**src/rtl/key_matrix_scan.sv**
```systemverilog
// key_matrix_scan: column-scanned push-button matrix reader.
// Strobes one column at a time and captures the row returns of each column into a frame snapshot.
// Debounces a single key over whole frames and hands each new press to the application.
// Each press is delivered through a one-entry valid/ready buffer.
//
// Ports:
//   clk          system clock
//   reset        synchronous, active-high reset
//   key_scan     one-hot column strobe, active-high
//   key_row      row returns (asynchronous), active-high when pressed
//   key_code     accepted key, row*COLS + col
//   key_valid    key_code holds an unconsumed event
//   key_ready    consumer accepts the event when key_valid && key_ready
//   key_pressed  debounced key is held
//   key_overflow sticky: an event was dropped because the buffer was full
module key_matrix_scan #(
  parameter int unsigned ROWS     = 4,
  parameter int unsigned COLS     = 4,
  parameter int unsigned SCAN_DIV = 100,
  parameter int unsigned DEBOUNCE = 4,
  localparam int unsigned CODE_W  = $clog2(ROWS * COLS)
) (
  input  logic              clk,
  input  logic              reset,
  output logic [COLS-1:0]   key_scan,
  input  logic [ROWS-1:0]   key_row,
  output logic [CODE_W-1:0] key_code,
  output logic              key_valid,
  input  logic              key_ready,
  output logic              key_pressed,
  output logic              key_overflow
);

  localparam int unsigned COL_W = (COLS > 1) ? $clog2(COLS) : 1;
  localparam int unsigned DIV_W = $clog2(SCAN_DIV);
  localparam logic [3:0]  DEB_CNT = 4'(DEBOUNCE);

  typedef enum logic [1:0] {
    S_IDLE,
    S_DEB,
    S_HELD,
    S_REL
  } state_t;

  logic [ROWS-1:0]   r_row_meta;
  logic [ROWS-1:0]   r_row_sync;
  logic [DIV_W-1:0]  r_div;
  logic [COLS-1:0]   r_scan;
  logic [COL_W-1:0]  r_col;
  logic [ROWS-1:0]   r_snap [COLS];

  state_t            r_state;
  state_t            w_state_nxt;
  logic [3:0]        r_cnt;
  logic [3:0]        w_cnt_nxt;
  logic [3:0]        w_cnt_inc;
  logic [CODE_W-1:0] r_cand;
  logic [CODE_W-1:0] w_cand_nxt;

  logic              r_pressed;
  logic              r_valid;
  logic              r_overflow;
  logic [CODE_W-1:0] r_code;

  logic              w_tick;
  logic              w_frame_end;
  logic [ROWS-1:0]   w_frame [COLS];
  logic [1:0]        w_hits;
  logic [CODE_W-1:0] w_hit_code;
  logic              w_none;
  logic              w_single;
  logic              w_emit;

  always_ff @(posedge clk) begin
    if (reset) begin
      r_row_meta <= '0;
      r_row_sync <= '0;
    end else begin
      r_row_meta <= key_row;
      r_row_sync <= r_row_meta;
    end
  end

  assign w_tick      = (r_div == DIV_W'(SCAN_DIV - 1));
  assign w_frame_end = w_tick && r_scan[COLS-1];

  always_ff @(posedge clk) begin
    if (reset) begin
      r_div  <= '0;
      r_scan <= COLS'(1);
      r_col  <= '0;
      for (int unsigned c = 0; c < COLS; c++) begin
        r_snap[c] <= '0;
      end
    end else if (w_tick) begin
      r_div         <= '0;
      r_snap[r_col] <= r_row_sync;
      r_scan        <= {r_scan[COLS-2:0], r_scan[COLS-1]};
      r_col         <= (r_col == COL_W'(COLS - 1)) ? '0 : r_col + 1'b1;
    end else begin
      r_div <= r_div + 1'b1;
    end
  end

  // The last column is classified from the live sample taken on the frame-end
  // tick, since its snapshot slot is only written on that same edge.
  always_comb begin
    for (int unsigned c = 0; c < COLS; c++) begin
      w_frame[c] = r_snap[c];
    end
    w_frame[COLS-1] = r_row_sync;
  end

  // Saturating hit count: only none / one / many matters.
  always_comb begin
    w_hits     = '0;
    w_hit_code = '0;
    for (int unsigned c = 0; c < COLS; c++) begin
      for (int unsigned r = 0; r < ROWS; r++) begin
        if (w_frame[c][r]) begin
          if (w_hits != 2'd2) begin
            w_hits = w_hits + 2'd1;
          end
          w_hit_code = CODE_W'(r * COLS + c);
        end
      end
    end
  end

  assign w_none    = (w_hits == 2'd0);
  assign w_single  = (w_hits == 2'd1);
  assign w_cnt_inc = r_cnt + 4'd1;

  always_ff @(posedge clk) begin
    if (reset) begin
      r_state   <= S_IDLE;
      r_cnt     <= '0;
      r_cand    <= '0;
      r_pressed <= 1'b0;
    end else begin
      r_state   <= w_state_nxt;
      r_cnt     <= w_cnt_nxt;
      r_cand    <= w_cand_nxt;
      r_pressed <= (w_state_nxt == S_HELD) || (w_state_nxt == S_REL);
    end
  end

  always_comb begin
    w_state_nxt = r_state;
    w_cnt_nxt   = r_cnt;
    w_cand_nxt  = r_cand;
    w_emit      = 1'b0;
    if (w_frame_end) begin
      unique case (r_state)
        S_IDLE: begin
          if (w_single) begin
            w_cand_nxt = w_hit_code;
            if (DEBOUNCE == 1) begin
              w_state_nxt = S_HELD;
              w_cnt_nxt   = '0;
              w_emit      = 1'b1;
            end else begin
              w_state_nxt = S_DEB;
              w_cnt_nxt   = 4'd1;
            end
          end
        end
        S_DEB: begin
          if (w_single && (w_hit_code == r_cand)) begin
            if (w_cnt_inc == DEB_CNT) begin
              w_state_nxt = S_HELD;
              w_cnt_nxt   = '0;
              w_emit      = 1'b1;
            end else begin
              w_cnt_nxt = w_cnt_inc;
            end
          end else begin
            w_state_nxt = S_IDLE;
            w_cnt_nxt   = '0;
          end
        end
        S_HELD: begin
          if (w_none) begin
            if (DEBOUNCE == 1) begin
              w_state_nxt = S_IDLE;
              w_cnt_nxt   = '0;
            end else begin
              w_state_nxt = S_REL;
              w_cnt_nxt   = 4'd1;
            end
          end
        end
        S_REL: begin
          if (w_none) begin
            if (w_cnt_inc == DEB_CNT) begin
              w_state_nxt = S_IDLE;
              w_cnt_nxt   = '0;
            end else begin
              w_cnt_nxt = w_cnt_inc;
            end
          end else begin
            w_state_nxt = S_HELD;
            w_cnt_nxt   = '0;
          end
        end
        default: begin
          w_state_nxt = S_IDLE;
          w_cnt_nxt   = '0;
        end
      endcase
    end
  end

  // A new event may replace one that is being consumed on the same edge.
  always_ff @(posedge clk) begin
    if (reset) begin
      r_code     <= '0;
      r_valid    <= 1'b0;
      r_overflow <= 1'b0;
    end else if (w_emit) begin
      if (!r_valid || key_ready) begin
        r_code  <= w_hit_code;
        r_valid <= 1'b1;
      end else begin
        r_overflow <= 1'b1;
      end
    end else if (r_valid && key_ready) begin
      r_valid <= 1'b0;
    end
  end

  assign key_scan     = r_scan;
  assign key_code     = r_code;
  assign key_valid    = r_valid;
  assign key_pressed  = r_pressed;
  assign key_overflow = r_overflow;

endmodule

```
**config.mk**
```make
export PLATFORM = sky130hd
export DESIGN_NAME = key_matrix_scan
export DESIGN_NICKNAME = d
export VERILOG_FILES = /design/src/rtl/key_matrix_scan.sv
export SDC_FILE = /design/constraint.sdc
export NUM_CORES = 1
export LEC_CHECK = 0
export ABC_AREA = 1
export CAP_MARGIN = 20
export CORE_UTILIZATION = 40
export DETAILED_ROUTE_END_ITERATION = 7
export HOLD_SLACK_MARGIN = 0.02
export PLACE_DENSITY = 0.58
export SYNTH_ARGS = -nofsm -noshare
export SYNTH_HDL_FRONTEND = slang
export SYNTH_SLANG_ARGS = --single-unit
```
**constraint.sdc**
```tcl
create_clock -name clk -period 12.57 [get_ports clk]
set_clock_uncertainty 0.2 [all_clocks]
set_input_delay 2.514 -clock clk [delete_from_list [all_inputs] [get_ports clk]]
set_output_delay 2.514 -clock clk [all_outputs]
set_load 0.005 [all_outputs]
```
# Word level (Yosys, flattened, before mapping)

Memory sizes are Yosys's and may differ from the RTL's.
Index checks and enable logic that the tools add are counted.

Bitwise logic cells: 1
Equality and inequality tests: 28
Mux-type cells: 76
$add $sub $neg: 18
Reduce and logical (&&, ||, !) cells: 16

Operator list:

| cell                                                            | number |
|---|---|
| 4-bit two-way mux                                               | 20 |
| 2-bit two-way mux                                               | 39 |
| 2-bit != test, second input constant                            | 17 |
| 2-bit by 1-bit adder with 2-bit output, second input constant   | 16 |
| 4-bit one-hot mux with 4 select lines                           | 1 |
| 1-bit two-way mux                                               | 14 |
| 2-bit == test, second input constant                            | 5 |
| 2-bit one-hot mux with 4 select lines                           | 1 |
| 7-bit by 1-bit adder with 7-bit output, second input constant   | 1 |
| 7-bit == test, second input constant                            | 1 |
| 2-bit AND reduction                                             | 3 |
| 3-bit AND reduction                                             | 2 |
| 4-bit by 1-bit adder with 4-bit output, second input constant   | 1 |
| 2-bit by 1-bit == test with 1-bit output, second input constant | 2 |
| 4-bit by 3-bit == test with 1-bit output, second input constant | 1 |
| 4-bit == test                                                   | 1 |
| 2-bit zero test                                                 | 2 |
| 4-bit OR reduction                                              | 1 |
| 1-bit logical AND                                               | 3 |
| 3-bit two-way mux                                               | 1 |
| 1-bit logical OR                                                | 2 |
| 2-bit by 1-bit != test with 1-bit output, second input constant | 1 |
| 2-bit nonzero test                                              | 1 |
| 2-bit OR reduction                                              | 1 |
| other kinds (2)                                                 | 2 |

Memory bits (writable): 16
Bits in registers: 38
Word-level logic and storage cells: 152
Bits of input ports: 7
Output and inout port bits: 11
Memories: 1

Memories:

| name   | depth | bits a word | rd ports | clocked after Yosys merged registers in | write ports | line | text |
|---|---|---|---|---|---|---|---|
| r_snap | 4     | 4           | 3        | 0                                       | 4           | 50   | `logic [ROWS-1:0] r_snap [COLS];` |

# Longest topological paths before layout

An unclocked memory read counts as a cell.

Depth after elaboration: 54
Depth in mapped cells: 48
Depth with buffers taken out: 48

# Worst setup path after synthesis

OpenSTA, ideal clock, no wires.

Path type: register to register
From: mem r_snap[0][1]
To: reg r_code[0], in the netlist key_code[0]
Setup slack: 7.897 ns
Path buffers: 0
Arrival time: 4.363 ns
Cell stages (with the launch flop): 45
Setup time: 0.110 ns
Required time: 12.260 ns
Clock period less this slack: 4.673 ns
Cells stage by stage: edfxtp_1 > inv_1 > ha_1 > inv_1 > nand4_1 > nand2_2 > nand2_1 > nand2_2 > inv_2 > nor2_4 > nand2_1 > nand2_1 > nand2_1 > nand2_1 > nand3_2 > nand2_4 > nand2_2 > nand2_2 > [... 9 more ...] > nand3_2 > nand2_1 > nand2_1 > inv_2 > nor2_4 > nand3_2 > nand2_2 > nand2_1 > nand2_1 > nand2_2 > ha_1 > or2_2 > nand2_4 > nand4_2 > nor2_4 > nand4_1 > nand2_1 > nor2_1

RTL lines:

| what                 | line | text |
|---|---|---|
| from (decl)          | 50   |  |
| to (signal assigned) | 222  | `r_code <= w_hit_code;` |
| to (decl)            | 63   | `logic [CODE_W-1:0] r_code;` |

==> flow_metrics.env <==
export IMPL_crit_path_top_delay_cell="edfxtp_1"
export IMPL_setup_tns_final_ns=0
export IMPL_post_syn_nets=584
export IMPL_clkLatencyLatePin_ns=0.30
export IMPL_ctsHoldBuffers=0
export IMPL_unrepaired_setup_endpoints_after_global_routing="no"
export IMPL_final_design_area_no_fill_um2=4060
export IMPL_global_route_overflow_total=0
export IMPL_routed_via_count=3419
export IMPL_place_detailed_instances=679
export IMPL_floorplan_die_width_um=98.6
export IMPL_layoutNonFillerInstCount=687
export IMPL_post_route_cells_drive_above_1_share_pct=14.3
export IMPL_netlist_instances=568
export IMPL_final_worst_hold_slack_ns=0.207
export IMPL_post_route_drc_count=0
export IMPL_timing_critical_path_to_type="register"
export IMPL_start_util_pct=42.0
export IMPL_numCtsBuffers=5
export IMPL_final_common_cell="nand2_1"
export IMPL_worstSetupStartpointType="register"
export IMPL_ys_async_sr_fraction_pct=0
export IMPL_routedWlPerCell_um=11.0
export IMPL_floorplan_rows=34
export IMPL_postSynthRegisterBits=50
export IMPL_fillCellCount=886
export IMPL_yosys_warn_count=0
export IMPL_finish_net_count=594
export IMPL_irDropWorstVdd_v=0.0000519
export IMPL_hold_viol=0
export IMPL_post_synth_cell_area_avg_um2=6.57
export IMPL_post_route_fraction_of_the_period_consumed_by_the_critical_path_pct=42.6
export IMPL_yosysTopAreaCellShare_pct=20.4
export IMPL_setup_cp_type="reg2reg"
export IMPL_cts_reportedPaths_clkPinSlew_ns=0.09
export IMPL_die_outline_area_um2=9720
export IMPL_final_max_slew_viol_count=0
export IMPL_clock_tree_htree_level_count=2
export IMPL_post_cts_resized_instances=0
export IMPL_grt_first_pass_wirelength_mm=13.7
export IMPL_max_clock_freq_ghz=0.187
export IMPL_worst_slew_pin_transition_ns=0.837
export IMPL_route_antenna_remaining_nets=0
export IMPL_place_gp_congestion=0.809
export IMPL_drt_pass1_iter_count=7
export IMPL_antenna_found_initial=0
export IMPL_pre_cts_slack_ns=7.23
export IMPL_clock_path_buffers=2
export IMPL_count_of_clock_tree_sinks=50
export IMPL_syn2layout_area_growth_pct=8.85
export IMPL_ys_flop_type="dfxtp_1"
export IMPL_cts_post_setup_buffers_inserted=0
export IMPL_boundaryPins=18
export IMPL_cts_root_buffer_cell="clkbuf_8"
export IMPL_synthDominantAreaCellType="dfxtp_1"
export IMPL_netlist_cell_types=44
export IMPL_grt_use_total_pct=16.7
export IMPL_fin_crit_ns=5.36
export IMPL_num_antenna_cells=0
export IMPL_crit_required_ns=12.61
export IMPL_setup_viol=0
export IMPL_power_leakage_nw=1.84
export IMPL_core_region_area_um2=8890
export IMPL_worst_endpoint_arrival_ns=5.39
export IMPL_relSlewSlack_pct=44.0
export IMPL_hold_path_class="reg2reg"
export IMPL_cp_max_fo=6
export IMPL_detailed_place_area_um2=3960
export IMPL_floorplan_die_height_um=98.6
export IMPL_maxCapViolations=0
export IMPL_vias_per_cell=4.98
export IMPL_part_of_the_yosys_area_used_for_sequential_elements_pct=30.0
export IMPL_powerDensity_nw_per_um2=104
export IMPL_number_of_enable_flip_flop_cells_after_synthesis=12
export IMPL_via_count_of_the_first_global_routing_pass=3233
export IMPL_setup_slack_ns=7.21
export IMPL_syn_cell_area_um2=3730
export IMPL_library_cell_appearing_most_often_on_the_critical_path="nand2_1"
export IMPL_grt_max_degree=18
export IMPL_dp_hpwl_mm=5.97
export IMPL_postRouteWirelength_mm=7.54
export IMPL_layout_common_cells="161 x nand2_1, 68 x inv_1, 60 x nand3_1"
export IMPL_run_status="complete, no violations"
export IMPL_maximum_single_stage_delay_on_the_critical_path_ns=0.43
export IMPL_portBuffers=17
export IMPL_cts_tree="yes"
export IMPL_drt_iter0_markers=119
export IMPL_yosys_top_cells_area="dfxtp_1 20%, nand2_1 16%, edfxtp_1 9.7%, nand3_1 8.0%, inv_1 6.8%"
-- stage by stage --
step | power (W) | utilization (%)
4_1_cts | 0.000428 | 45.7
3_3_place_gp | 0.000325 | 44.6
2_1_floorplan | 0.000303 | -
5_1_grt | 0.000457 | 45.7
6_report | 0.000422 | 45.7
3_5_place_dp | 0.000326 | 44.6
-- metal layers --
metal	vias up	share of wire (%)	global-route usage (%)
met3	11	2.7	2.13
li1	1842	-	-
met2	49	45	28.2
met5	-	0	0
met4	0	1.5	5.40
met1	1517	51	22.0
-- path summary, 6_finish.rpt --
kind	start	end	slack, ns	cells past startpoint
max	r_snap[0][1]$_SDFFCE_PN0P_	r_cnt[3]$_SDFFE_PP0P_	7.21	43
min	r_row_meta[3]$_SDFF_PP0_	r_row_sync[3]$_SDFF_PP0_	0.21	2
max reg2reg	r_snap[0][1]$_SDFFCE_PN0P_	r_cnt[3]$_SDFFE_PP0P_	7.21	43
min reg2reg	r_row_meta[3]$_SDFF_PP0_	r_row_sync[3]$_SDFF_PP0_	0.21	2
-- kinds of logic (layout without fill, tap and decap cells) --
logic type,after synthesis,in the layout,synth area share (%)
AND/OR/NAND/NOR,353,353,46.4
AO/OA/AOI/OAI,57,57,9.02
buffers and inverters,93,104,10.1
XOR/XNOR,6,6,1.41
adder cells (fa/ha/maj),9,9,3.02
flip-flops,50,50,30.0
-- where the power goes --
| part | total (W) | internal, W | switching (W) | leakage (nW) |
|---|---|---|---|---|
| registers | 0.000175 | 0.000168 | 0.00000651 | 0.422 |
| logic | 0.000148 | 0.0000494 | 0.0000984 | 1.37 |
| clock network | 0.0000998 | 0.0000454 | 0.0000544 | 0.0514 |
| total | 0.000422 | 0.000263 | 0.000159 | 1.84 |
-- area by class of cell --
class                      instances  area [um2]  area share, %
inverter                          79         302           7.42
tap                              108         135           3.33
timing repair buffer              17         170           4.19
multi-input combinational        425        2230           55.0
sequential                        50        1120           27.6
clock inverter                     2        17.5          0.431
clock buffer                       6        82.6           2.03
-- synthesized netlist by cell type (all sizes together), types with 2 or more instances --
| master | number |
|---|---|
| nand3 | 70 |
| or2 | 2 |
| edfxtp | 12 |
| o22ai | 2 |
| dfxtp | 38 |
| ha | 9 |
| clkbuf | 3 |
| nand2 | 195 |
| nor4 | 3 |
| nand4 | 18 |
| o21bai | 2 |
| nor3b | 2 |
| o21ai | 23 |
| inv | 78 |
| a21oi | 23 |
| buf | 11 |
| nor2 | 62 |
| a31oi | 2 |
| xor2 | 5 |
-- state kept, by name (all words and copies together), names as in the netlist --
register	count
key_code	4
key_overflow	1
key_pressed	1
key_scan	4
key_valid	1
r_cand	4
r_cnt	4
r_col	2
r_div	7
r_row_meta	4
r_row_sync	4
r_snap	12
r_state	2
-- critical path: cells and delay by family (launching register included) --
family	cells	cell delay, ns
AOI/OAI and AO/OA	2	0.34
adders and majority gates	2	0.56
buffers and inverters	4	0.33
DFF	1	0.43
and+or+nand+nor	35	3.39
(Power assumes the default switching activity.)
